File: src/rtl/mul_issue_ctrl.sv
// Round-robin issue controller sharing one non-stalling pipelined multiplier between two
// requesters, with credit-gated issue, an in-flight tracker and an in-order response FIFO.
module mul_issue_ctrl #(
    parameter int WORD_WIDTH  = 32,
    parameter int TAG_WIDTH   = 4,
    parameter int MUL_LATENCY = 5,
    parameter int RESP_DEPTH  = 8
) (
    input  logic                  clk,
    input  logic                  rst_n,
    input  logic                  req0_valid,
    output logic                  req0_ready,
    input  logic [WORD_WIDTH-1:0] req0_a,
    input  logic [WORD_WIDTH-1:0] req0_b,
    input  logic [TAG_WIDTH-1:0]  req0_tag,
    input  logic                  req1_valid,
    output logic                  req1_ready,
    input  logic [WORD_WIDTH-1:0] req1_a,
    input  logic [WORD_WIDTH-1:0] req1_b,
    input  logic [TAG_WIDTH-1:0]  req1_tag,
    output logic [WORD_WIDTH-1:0] mul_multiplicand,
    output logic [WORD_WIDTH-1:0] mul_multiplier,
    input  logic [WORD_WIDTH-1:0] mul_result,
    input  logic                  mul_overflow,
    output logic                  resp_valid,
    input  logic                  resp_ready,
    output logic [WORD_WIDTH-1:0] resp_result,
    output logic                  resp_overflow,
    output logic [TAG_WIDTH-1:0]  resp_tag,
    output logic                  resp_src,
    output logic                  busy
);
    localparam int PW = $clog2(RESP_DEPTH);
    localparam int CW = PW + 1;
    localparam int SW = $clog2(RESP_DEPTH + MUL_LATENCY + 1);

    function automatic logic [SW-1:0] count_ones(input logic [MUL_LATENCY-1:0] vec);
        logic [SW-1:0] total;
        total = '0;
        for (int i = 0; i < MUL_LATENCY; i++) begin
            total = total + SW'(vec[i]);
        end
        return total;
    endfunction

    logic [MUL_LATENCY-1:0] trk_valid_r;
    logic [MUL_LATENCY-1:0] trk_src_r;
    logic [TAG_WIDTH-1:0]   trk_tag_r [MUL_LATENCY];
    logic [WORD_WIDTH-1:0]  mem_res_r [RESP_DEPTH];
    logic [TAG_WIDTH-1:0]   mem_tag_r [RESP_DEPTH];
    logic [RESP_DEPTH-1:0]  mem_ovf_r;
    logic [RESP_DEPTH-1:0]  mem_src_r;
    logic [PW-1:0]          wr_ptr_r, rd_ptr_r, rd_ptr_nxt_s;
    logic [CW-1:0]          count_r, count_nxt_s;
    logic                   rr_last_r;
    logic                   resp_valid_r, resp_ovf_r, resp_src_r, busy_r;
    logic [WORD_WIDTH-1:0]  resp_res_r;
    logic [TAG_WIDTH-1:0]   resp_tag_r;

    logic                   credit_ok_s, grant_valid_s, grant_id_s, push_s, pop_s;
    logic [TAG_WIDTH-1:0]   grant_tag_s;
    logic [MUL_LATENCY-1:0] trk_valid_nxt_s;
    logic [WORD_WIDTH-1:0]  head_res_s;
    logic [TAG_WIDTH-1:0]   head_tag_s;
    logic                   head_ovf_s, head_src_s;

    assign credit_ok_s     = (SW'(count_r) + count_ones(trk_valid_r)) < SW'(RESP_DEPTH);
    assign push_s          = trk_valid_r[MUL_LATENCY-1];
    assign pop_s           = resp_valid_r & resp_ready;
    assign trk_valid_nxt_s = {trk_valid_r[MUL_LATENCY-2:0], grant_valid_s};
    assign rd_ptr_nxt_s    = pop_s ? rd_ptr_r + PW'(1'b1) : rd_ptr_r;
    assign count_nxt_s     = count_r + CW'(push_s) - CW'(pop_s);

    // Same-cycle round-robin arbitration and operand steering.
    always_comb begin
        grant_valid_s    = 1'b0;
        grant_id_s       = 1'b0;
        grant_tag_s      = '0;
        mul_multiplicand = '0;
        mul_multiplier   = '0;
        if (rst_n && credit_ok_s) begin
            if (req0_valid && req1_valid) begin
                grant_valid_s = 1'b1;
                grant_id_s    = ~rr_last_r;
            end else if (req0_valid) begin
                grant_valid_s = 1'b1;
                grant_id_s    = 1'b0;
            end else if (req1_valid) begin
                grant_valid_s = 1'b1;
                grant_id_s    = 1'b1;
            end else begin
                grant_valid_s = 1'b0;
                grant_id_s    = 1'b0;
            end
        end else begin
            grant_valid_s = 1'b0;
        end
        if (grant_valid_s && grant_id_s) begin
            mul_multiplicand = req1_a;
            mul_multiplier   = req1_b;
            grant_tag_s      = req1_tag;
        end else if (grant_valid_s) begin
            mul_multiplicand = req0_a;
            mul_multiplier   = req0_b;
            grant_tag_s      = req0_tag;
        end else begin
            grant_tag_s      = '0;
        end
    end

    assign req0_ready = grant_valid_s & ~grant_id_s;
    assign req1_ready = grant_valid_s & grant_id_s;

    // Next head of the FIFO; bypasses the entry being pushed when it becomes the head.
    always_comb begin
        head_res_s = '0;
        head_tag_s = '0;
        head_ovf_s = 1'b0;
        head_src_s = 1'b0;
        if (count_nxt_s == '0) begin
            head_res_s = '0;
        end else if (push_s && (wr_ptr_r == rd_ptr_nxt_s)) begin
            head_res_s = mul_result;
            head_ovf_s = mul_overflow;
            head_tag_s = trk_tag_r[MUL_LATENCY-1];
            head_src_s = trk_src_r[MUL_LATENCY-1];
        end else begin
            head_res_s = mem_res_r[rd_ptr_nxt_s];
            head_ovf_s = mem_ovf_r[rd_ptr_nxt_s];
            head_tag_s = mem_tag_r[rd_ptr_nxt_s];
            head_src_s = mem_src_r[rd_ptr_nxt_s];
        end
    end

    // In-flight tracker aligned with the multiplier pipeline.
    always_ff @(posedge clk) begin
        if (!rst_n) begin
            trk_valid_r <= '0;
            trk_src_r   <= '0;
            for (int i = 0; i < MUL_LATENCY; i++) trk_tag_r[i] <= '0;
        end else begin
            trk_valid_r <= trk_valid_nxt_s;
            trk_src_r   <= {trk_src_r[MUL_LATENCY-2:0], grant_id_s};
            for (int i = MUL_LATENCY - 1; i > 0; i--) trk_tag_r[i] <= trk_tag_r[i-1];
            trk_tag_r[0] <= grant_tag_s;
        end
    end

    // Response storage; contents are only meaningful between the pointers.
    always_ff @(posedge clk) begin
        if (push_s) begin
            mem_res_r[wr_ptr_r] <= mul_result;
            mem_ovf_r[wr_ptr_r] <= mul_overflow;
            mem_tag_r[wr_ptr_r] <= trk_tag_r[MUL_LATENCY-1];
            mem_src_r[wr_ptr_r] <= trk_src_r[MUL_LATENCY-1];
        end
    end

    // FIFO control, round-robin state and registered response outputs.
    always_ff @(posedge clk) begin
        if (!rst_n) begin
            wr_ptr_r     <= '0;
            rd_ptr_r     <= '0;
            count_r      <= '0;
            rr_last_r    <= 1'b0;
            resp_valid_r <= 1'b0;
            resp_res_r   <= '0;
            resp_ovf_r   <= 1'b0;
            resp_tag_r   <= '0;
            resp_src_r   <= 1'b0;
            busy_r       <= 1'b0;
        end else begin
            if (push_s) wr_ptr_r <= wr_ptr_r + PW'(1'b1);
            if (grant_valid_s) rr_last_r <= grant_id_s;
            rd_ptr_r     <= rd_ptr_nxt_s;
            count_r      <= count_nxt_s;
            resp_valid_r <= (count_nxt_s != '0);
            resp_res_r   <= head_res_s;
            resp_ovf_r   <= head_ovf_s;
            resp_tag_r   <= head_tag_s;
            resp_src_r   <= head_src_s;
            busy_r       <= (|trk_valid_nxt_s) | (count_nxt_s != '0);
        end
    end

    assign resp_valid    = resp_valid_r;
    assign resp_result   = resp_res_r;
    assign resp_overflow = resp_ovf_r;
    assign resp_tag      = resp_tag_r;
    assign resp_src      = resp_src_r;
    assign busy          = busy_r;

    mul_issue_ctrl_chk #(.CW(CW), .RESP_DEPTH(RESP_DEPTH)) u_chk (
        .clk   (clk),
        .rst_n (rst_n),
        .push  (push_s),
        .count (count_r)
    );
endmodule

// Flags a capture into a full response FIFO, which credit gating must prevent.
module mul_issue_ctrl_chk #(
    parameter int CW         = 4,
    parameter int RESP_DEPTH = 8
) (
    input logic          clk,
    input logic          rst_n,
    input logic          push,
    input logic [CW-1:0] count
);
    a_no_push_full: assert property (@(posedge clk) disable iff (!rst_n)
        !(push && (count == CW'(RESP_DEPTH))));
endmodule

File: config.mk
export PLATFORM = sky130hd
export DESIGN_NAME = mul_issue_ctrl
export DESIGN_NICKNAME = d
export VERILOG_FILES = /design/src/rtl/mul_issue_ctrl.sv
export SDC_FILE = /design/constraint.sdc
export NUM_CORES = 1
export LEC_CHECK = 0
export BUFFER_PORTS_ARGS = -buffer_cell sky130_fd_sc_hd__buf_2
export CAP_MARGIN = 20
export CELL_PAD_IN_SITES_DETAIL_PLACEMENT = 1
export CELL_PAD_IN_SITES_GLOBAL_PLACEMENT = 1
export CORE_MARGIN = 2
export CORE_UTILIZATION = 45
export CTS_BUF_LIST = sky130_fd_sc_hd__clkbuf_4 sky130_fd_sc_hd__clkbuf_8
export CTS_CLUSTER_DIAMETER = 100
export DETAILED_ROUTE_END_ITERATION = 7
export HOLD_SLACK_MARGIN = 0.08
export PLACE_DENSITY = 0.84
export SLEW_MARGIN = 20
export SYNTH_ARGS = -nofsm -noshare
export SYNTH_HDL_FRONTEND = slang
export SYNTH_HIERARCHICAL = 1
export SYNTH_SLANG_ARGS = --single-unit
File: constraint.sdc
create_clock -name clk -period 8.55 [get_ports clk]
set_input_delay 1.2825 -clock clk [delete_from_list [all_inputs] [get_ports clk]]
set_output_delay 1.2825 -clock clk [all_outputs]
set_load 0.01 [all_outputs]
==> impl_metrics.env <==
export IMPL_avgRoutedWirePerCell_um=26.18
export IMPL_worst_skew_pair_late_latency_ns=0.64
export IMPL_grt_start_max_net_pins=95
export IMPL_globalplace_congestion=0.8937
export IMPL_worst_clock_skew_ns=0.02745
export IMPL_cp_data_arrival_time_ns=4.44
export IMPL_post_synth_and_or_nand_nor_area_fraction=0.1229
export IMPL_hold_path_class="reg -> reg"
export IMPL_areaGrowthSynthToFinish_pct=17.09
export IMPL_max_cap_viol_count=0
export IMPL_synth_xor_xnor_area_share=0.008372
export IMPL_route_detailed_vias_per_inst=6.473
export IMPL_combinational_family_with_the_most_area_after_synthesis="compound AO/OA/AOI/OAI gates"
export IMPL_yosys_reg_bits=385
export IMPL_critPathTopFamily="adder cells"
export IMPL_synth_compound_area_frac=0.1988
export IMPL_synth_async_reset_ratio=0
export IMPL_worst_ir_drop_vdd_uv=133.3
export IMPL_cts_htree_levels=2
export IMPL_maxSlewHeadroom=0.2555
export IMPL_number_of_enable_type_register_cells_in_the_synthesized_netlist=304
export IMPL_grt_use_total=0.2843
export IMPL_port_buffers=279
export IMPL_status="finished, final reports clean"
export IMPL_hold_worst_slack_ns=0.4265
export IMPL_core_area_um2=38470
export IMPL_timing_critical_path_buf_inv=2
export IMPL_die_width_um=201.1
export IMPL_synthesis_area_per_instance_um2=12.08
export IMPL_die_height_um=201.1
export IMPL_dp_hpwl_mm=34.45
export IMPL_vias_in_the_first_global_route=15440
export IMPL_setup_total_negative_slack_ns=0
export IMPL_vias=14510
export IMPL_ctsHoldBuffers=0
export IMPL_met1_usage=0.3339
export IMPL_ctsLongestPathBuffers=3
export IMPL_maxSlewViolCount=0
export IMPL_drt_total_wl_mm=58.67
export IMPL_grt_use_met3=0.04875
export IMPL_synthFlopType="sky130_fd_sc_hd__edfxtp_1"
export IMPL_post_cts_resized_instances=0
export IMPL_p_leak_nw=7.285
export IMPL_std_cell_rows=72
export IMPL_crit_path_start_kind="register"
export IMPL_achievable_frequency_mhz=174.7
export IMPL_fin_nets=1849
export IMPL_grt_antenna_before_repair=9
export IMPL_multi_input_area_um2=6103
export IMPL_globalRouteMet2Util=0.4852
export IMPL_clkSlewWorstSetupHoldPaths_ns=0.06
export IMPL_cts_sinks=385
export IMPL_timing_critical_path_cells="fa_1 -> fa_1 -> ha_1 -> a31o_1 -> a21oi_1 -> xor2_1 -> nand4_1 -> inv_2 -> a22o_1 -> buf_2"
export IMPL_grt_first_pass_wirelength_mm=89.44
export IMPL_crit_path_end_kind="primary output"
export IMPL_yosys_area_share_adder=0.01059
export IMPL_initial_core_util=0.4546
export IMPL_post_route_min_period_ns=5.723
export IMPL_n_fill_cell=4041
export IMPL_post_route_drc_count=0
export IMPL_grt_overflow=0
export IMPL_cts_buffers_inserted=60
export IMPL_critical_path_most_common_cell="sky130_fd_sc_hd__fa_1"
export IMPL_grt_busiest_layer="met2"
export IMPL_finalHoldViolations=0
export IMPL_area_sequential_um2=10760
export IMPL_ctsRootBufferMaster="sky130_fd_sc_hd__clkbuf_8"
export IMPL_cts_tree="yes"
export IMPL_critical_path_max_stage_delay_ns=0.86
export IMPL_critical_path_required_ns=7.27
export IMPL_post_synth_num_cell_types=50
export IMPL_grt_setup_unrepaired="false"
export IMPL_drtIter0Drc=1406
export IMPL_count_of_buffers_added_by_post_cts_timing_repair_for_setup=0
export IMPL_worstSetupPathType="reg -> out"
export IMPL_ant_nets=0
export IMPL_p_per_area_nw_per_um2=271.0
export IMPL_synth_fp_nets=1634
export IMPL_ys_warnings_count=6
export IMPL_layout_drive_gt1_share=0.2532
export IMPL_floorplan_io_pins=280
export IMPL_critPathSlowestCell="sky130_fd_sc_hd__inv_2"
export IMPL_netlist_area_pre_place_um2=17490
export IMPL_path_max_fanout=69
export IMPL_sequential_element_share_of_the_synthesized_area=0.6148
export IMPL_die_area_um2=40450
export IMPL_synthCells=1447
export IMPL_drt_first_pass_iters=5
export IMPL_period_share=0.6693
export IMPL_worst_slew_pin_transition_ns=1.117
export IMPL_final_number_of_setup_violating_endpoints=0
export IMPL_yosys_mux_area_fraction=0.0005725
==> worst register-to-register path: cells and delay by family, from the launching register on <==
family / cells / cell delay [ns]
buffers and inverters: 3 / 2.10
AOI/OAI and AO/OA: 3 / 0.96
and+or+nand+nor: 1 / 0.54
DFF: 1 / 0.42
xor gates and xnor gates: 1 / 0.32
==> cell type report <==
cell class                      count  area share
Clock buffer                       90     0.05500
Inverter                           15    0.002994
Multi-Input combinational cell    895      0.2981
Sequential cell                   385      0.5254
Clock inverter                     24    0.008005
Tap cell                          518     0.03165
Antenna cell                        9    0.001100
Timing Repair Buffer              305     0.07773
==> per-layer routing <==
layer	share of wire	routed length, um
met5	0	0
met4	0.054	3169
met3	0.077	4533
met2	0.51	29800
met1	0.36	21160
==> sequential cells by signal, indices dropped and copies added (netlist names) <==
name	flops
resp_overflow	1
mem_src_r	8
mem_res_r	256
resp_result	32
resp_src	1
mem_tag_r	32
rd_ptr_r	3
resp_tag	4
trk_valid_r	5
wr_ptr_r	3
trk_src_r	5
mem_ovf_r	8
rr_last_r	1
resp_valid	1
trk_tag_r	20
count_r	4
busy	1
==> power breakdown <==
group	switching, W	internal, W	leakage [nW]
clock	0.000743	0.000904	0.690
sequential	0.0000771	0.00211	3.45
combinational	0.00116	0.000554	3.15
==> metrics by stage <==
step,total power [W],setup WS [ns],cells,utilization,cell area [um^2]
floorplan,0.003349,4.485,1447,-,17490
global placement,0.003845,3.384,2118,0.4981,19160
detailed placement,0.003912,3.332,2118,0.4981,19160
CTS,0.005556,2.724,2232,0.5317,20450
global route,0.005774,2.557,2241,0.5323,20470
finish,0.005548,2.827,2241,0.5323,20470
==> cell families (layout without fill, tap and decap cells) <==
kind of cell,count (synthesis),in the layout
and+or+nand+nor,439,439
other,0,9
buffers and inverters,167,434
xor gates and xnor gates,15,15
DFF,385,385
adders and majority gates,13,13
AOI/OAI and AO/OA,427,427
muxes,1,1
==> cell usage in the layout (no fill, tap or decap), types with 3 or more instances in the layout <==
| cell type | n |
|---|---|
| sky130_fd_sc_hd__o311ai_1 | 19 |
| sky130_fd_sc_hd__clkinv_1 | 11 |
| sky130_fd_sc_hd__a22oi_1 | 74 |
| sky130_fd_sc_hd__clkbuf_4 | 18 |
| sky130_fd_sc_hd__nor2_1 | 3 |
| sky130_fd_sc_hd__fa_1 | 3 |
| sky130_fd_sc_hd__inv_1 | 12 |
| sky130_fd_sc_hd__xor2_1 | 3 |
| sky130_fd_sc_hd__ha_1 | 9 |
| sky130_fd_sc_hd__o21ai_0 | 5 |
| sky130_fd_sc_hd__a32o_1 | 37 |
| sky130_fd_sc_hd__buf_2 | 279 |
| sky130_fd_sc_hd__xnor2_1 | 8 |
| sky130_fd_sc_hd__nand4_1 | 75 |
| sky130_fd_sc_hd__a31oi_1 | 3 |
| sky130_fd_sc_hd__nand2_1 | 159 |
| sky130_fd_sc_hd__clkbuf_8 | 72 |
| sky130_fd_sc_hd__dfxtp_1 | 79 |
| sky130_fd_sc_hd__nand3_1 | 148 |
| sky130_fd_sc_hd__a21oi_1 | 4 |
| sky130_fd_sc_hd__and2_1 | 31 |
| sky130_fd_sc_hd__a211oi_1 | 150 |
| sky130_fd_sc_hd__buf_4 | 26 |
| sky130_fd_sc_hd__o311ai_0 | 55 |
| sky130_fd_sc_hd__nor2_4 | 8 |
| sky130_fd_sc_hd__diode_2 | 9 |
| sky130_fd_sc_hd__edfxtp_1 | 304 |
| sky130_fd_sc_hd__clkinv_2 | 9 |
| sky130_fd_sc_hd__nand2b_1 | 4 |
| sky130_fd_sc_hd__a22o_1 | 69 |
==> final timing paths <==
check	startpoint	end	slack, ns	cells past startpoint
max	trk_valid_r[0]	mul_multiplicand[23]	2.83	10
min	trk_src_r[2]	trk_src_r[3]	0.43	1
max reg2reg	resp_valid	resp_result[3]	4.14	8
min reg2reg	trk_src_r[2]	trk_src_r[3]	0.43	1
==> cell usage after synthesis (5+ instances only) <==
cell | instances | area, um^2
sky130_fd_sc_hd__dfxtp_1 | 81 | 1622
sky130_fd_sc_hd__nand4_1 | 75 | 469.2
sky130_fd_sc_hd__buf_2 | 52 | 260.3
sky130_fd_sc_hd__a22oi_1 | 74 | 555.5
sky130_fd_sc_hd__o311ai_1 | 19 | 166.4
sky130_fd_sc_hd__nor2_1 | 9 | 33.78
sky130_fd_sc_hd__xnor2_1 | 9 | 78.83
sky130_fd_sc_hd__inv_1 | 12 | 45.04
sky130_fd_sc_hd__o311ai_0 | 55 | 481.7
sky130_fd_sc_hd__buf_6 | 7 | 78.83
sky130_fd_sc_hd__buf_4 | 6 | 45.04
sky130_fd_sc_hd__edfxtp_1 | 304 | 9129
sky130_fd_sc_hd__nand3_1 | 148 | 740.7
sky130_fd_sc_hd__nand2_1 | 159 | 596.8
sky130_fd_sc_hd__a32o_1 | 37 | 370.4
sky130_fd_sc_hd__a211oi_1 | 150 | 1126
sky130_fd_sc_hd__buf_1 | 23 | 86.33
sky130_fd_sc_hd__ha_1 | 10 | 125.1
sky130_fd_sc_hd__clkbuf_1 | 64 | 240.2
sky130_fd_sc_hd__a22o_1 | 69 | 604.3
sky130_fd_sc_hd__and2_1 | 31 | 193.9
sky130_fd_sc_hd__o21ai_0 | 5 | 25.02
Power figures use the tool's default switching activity.
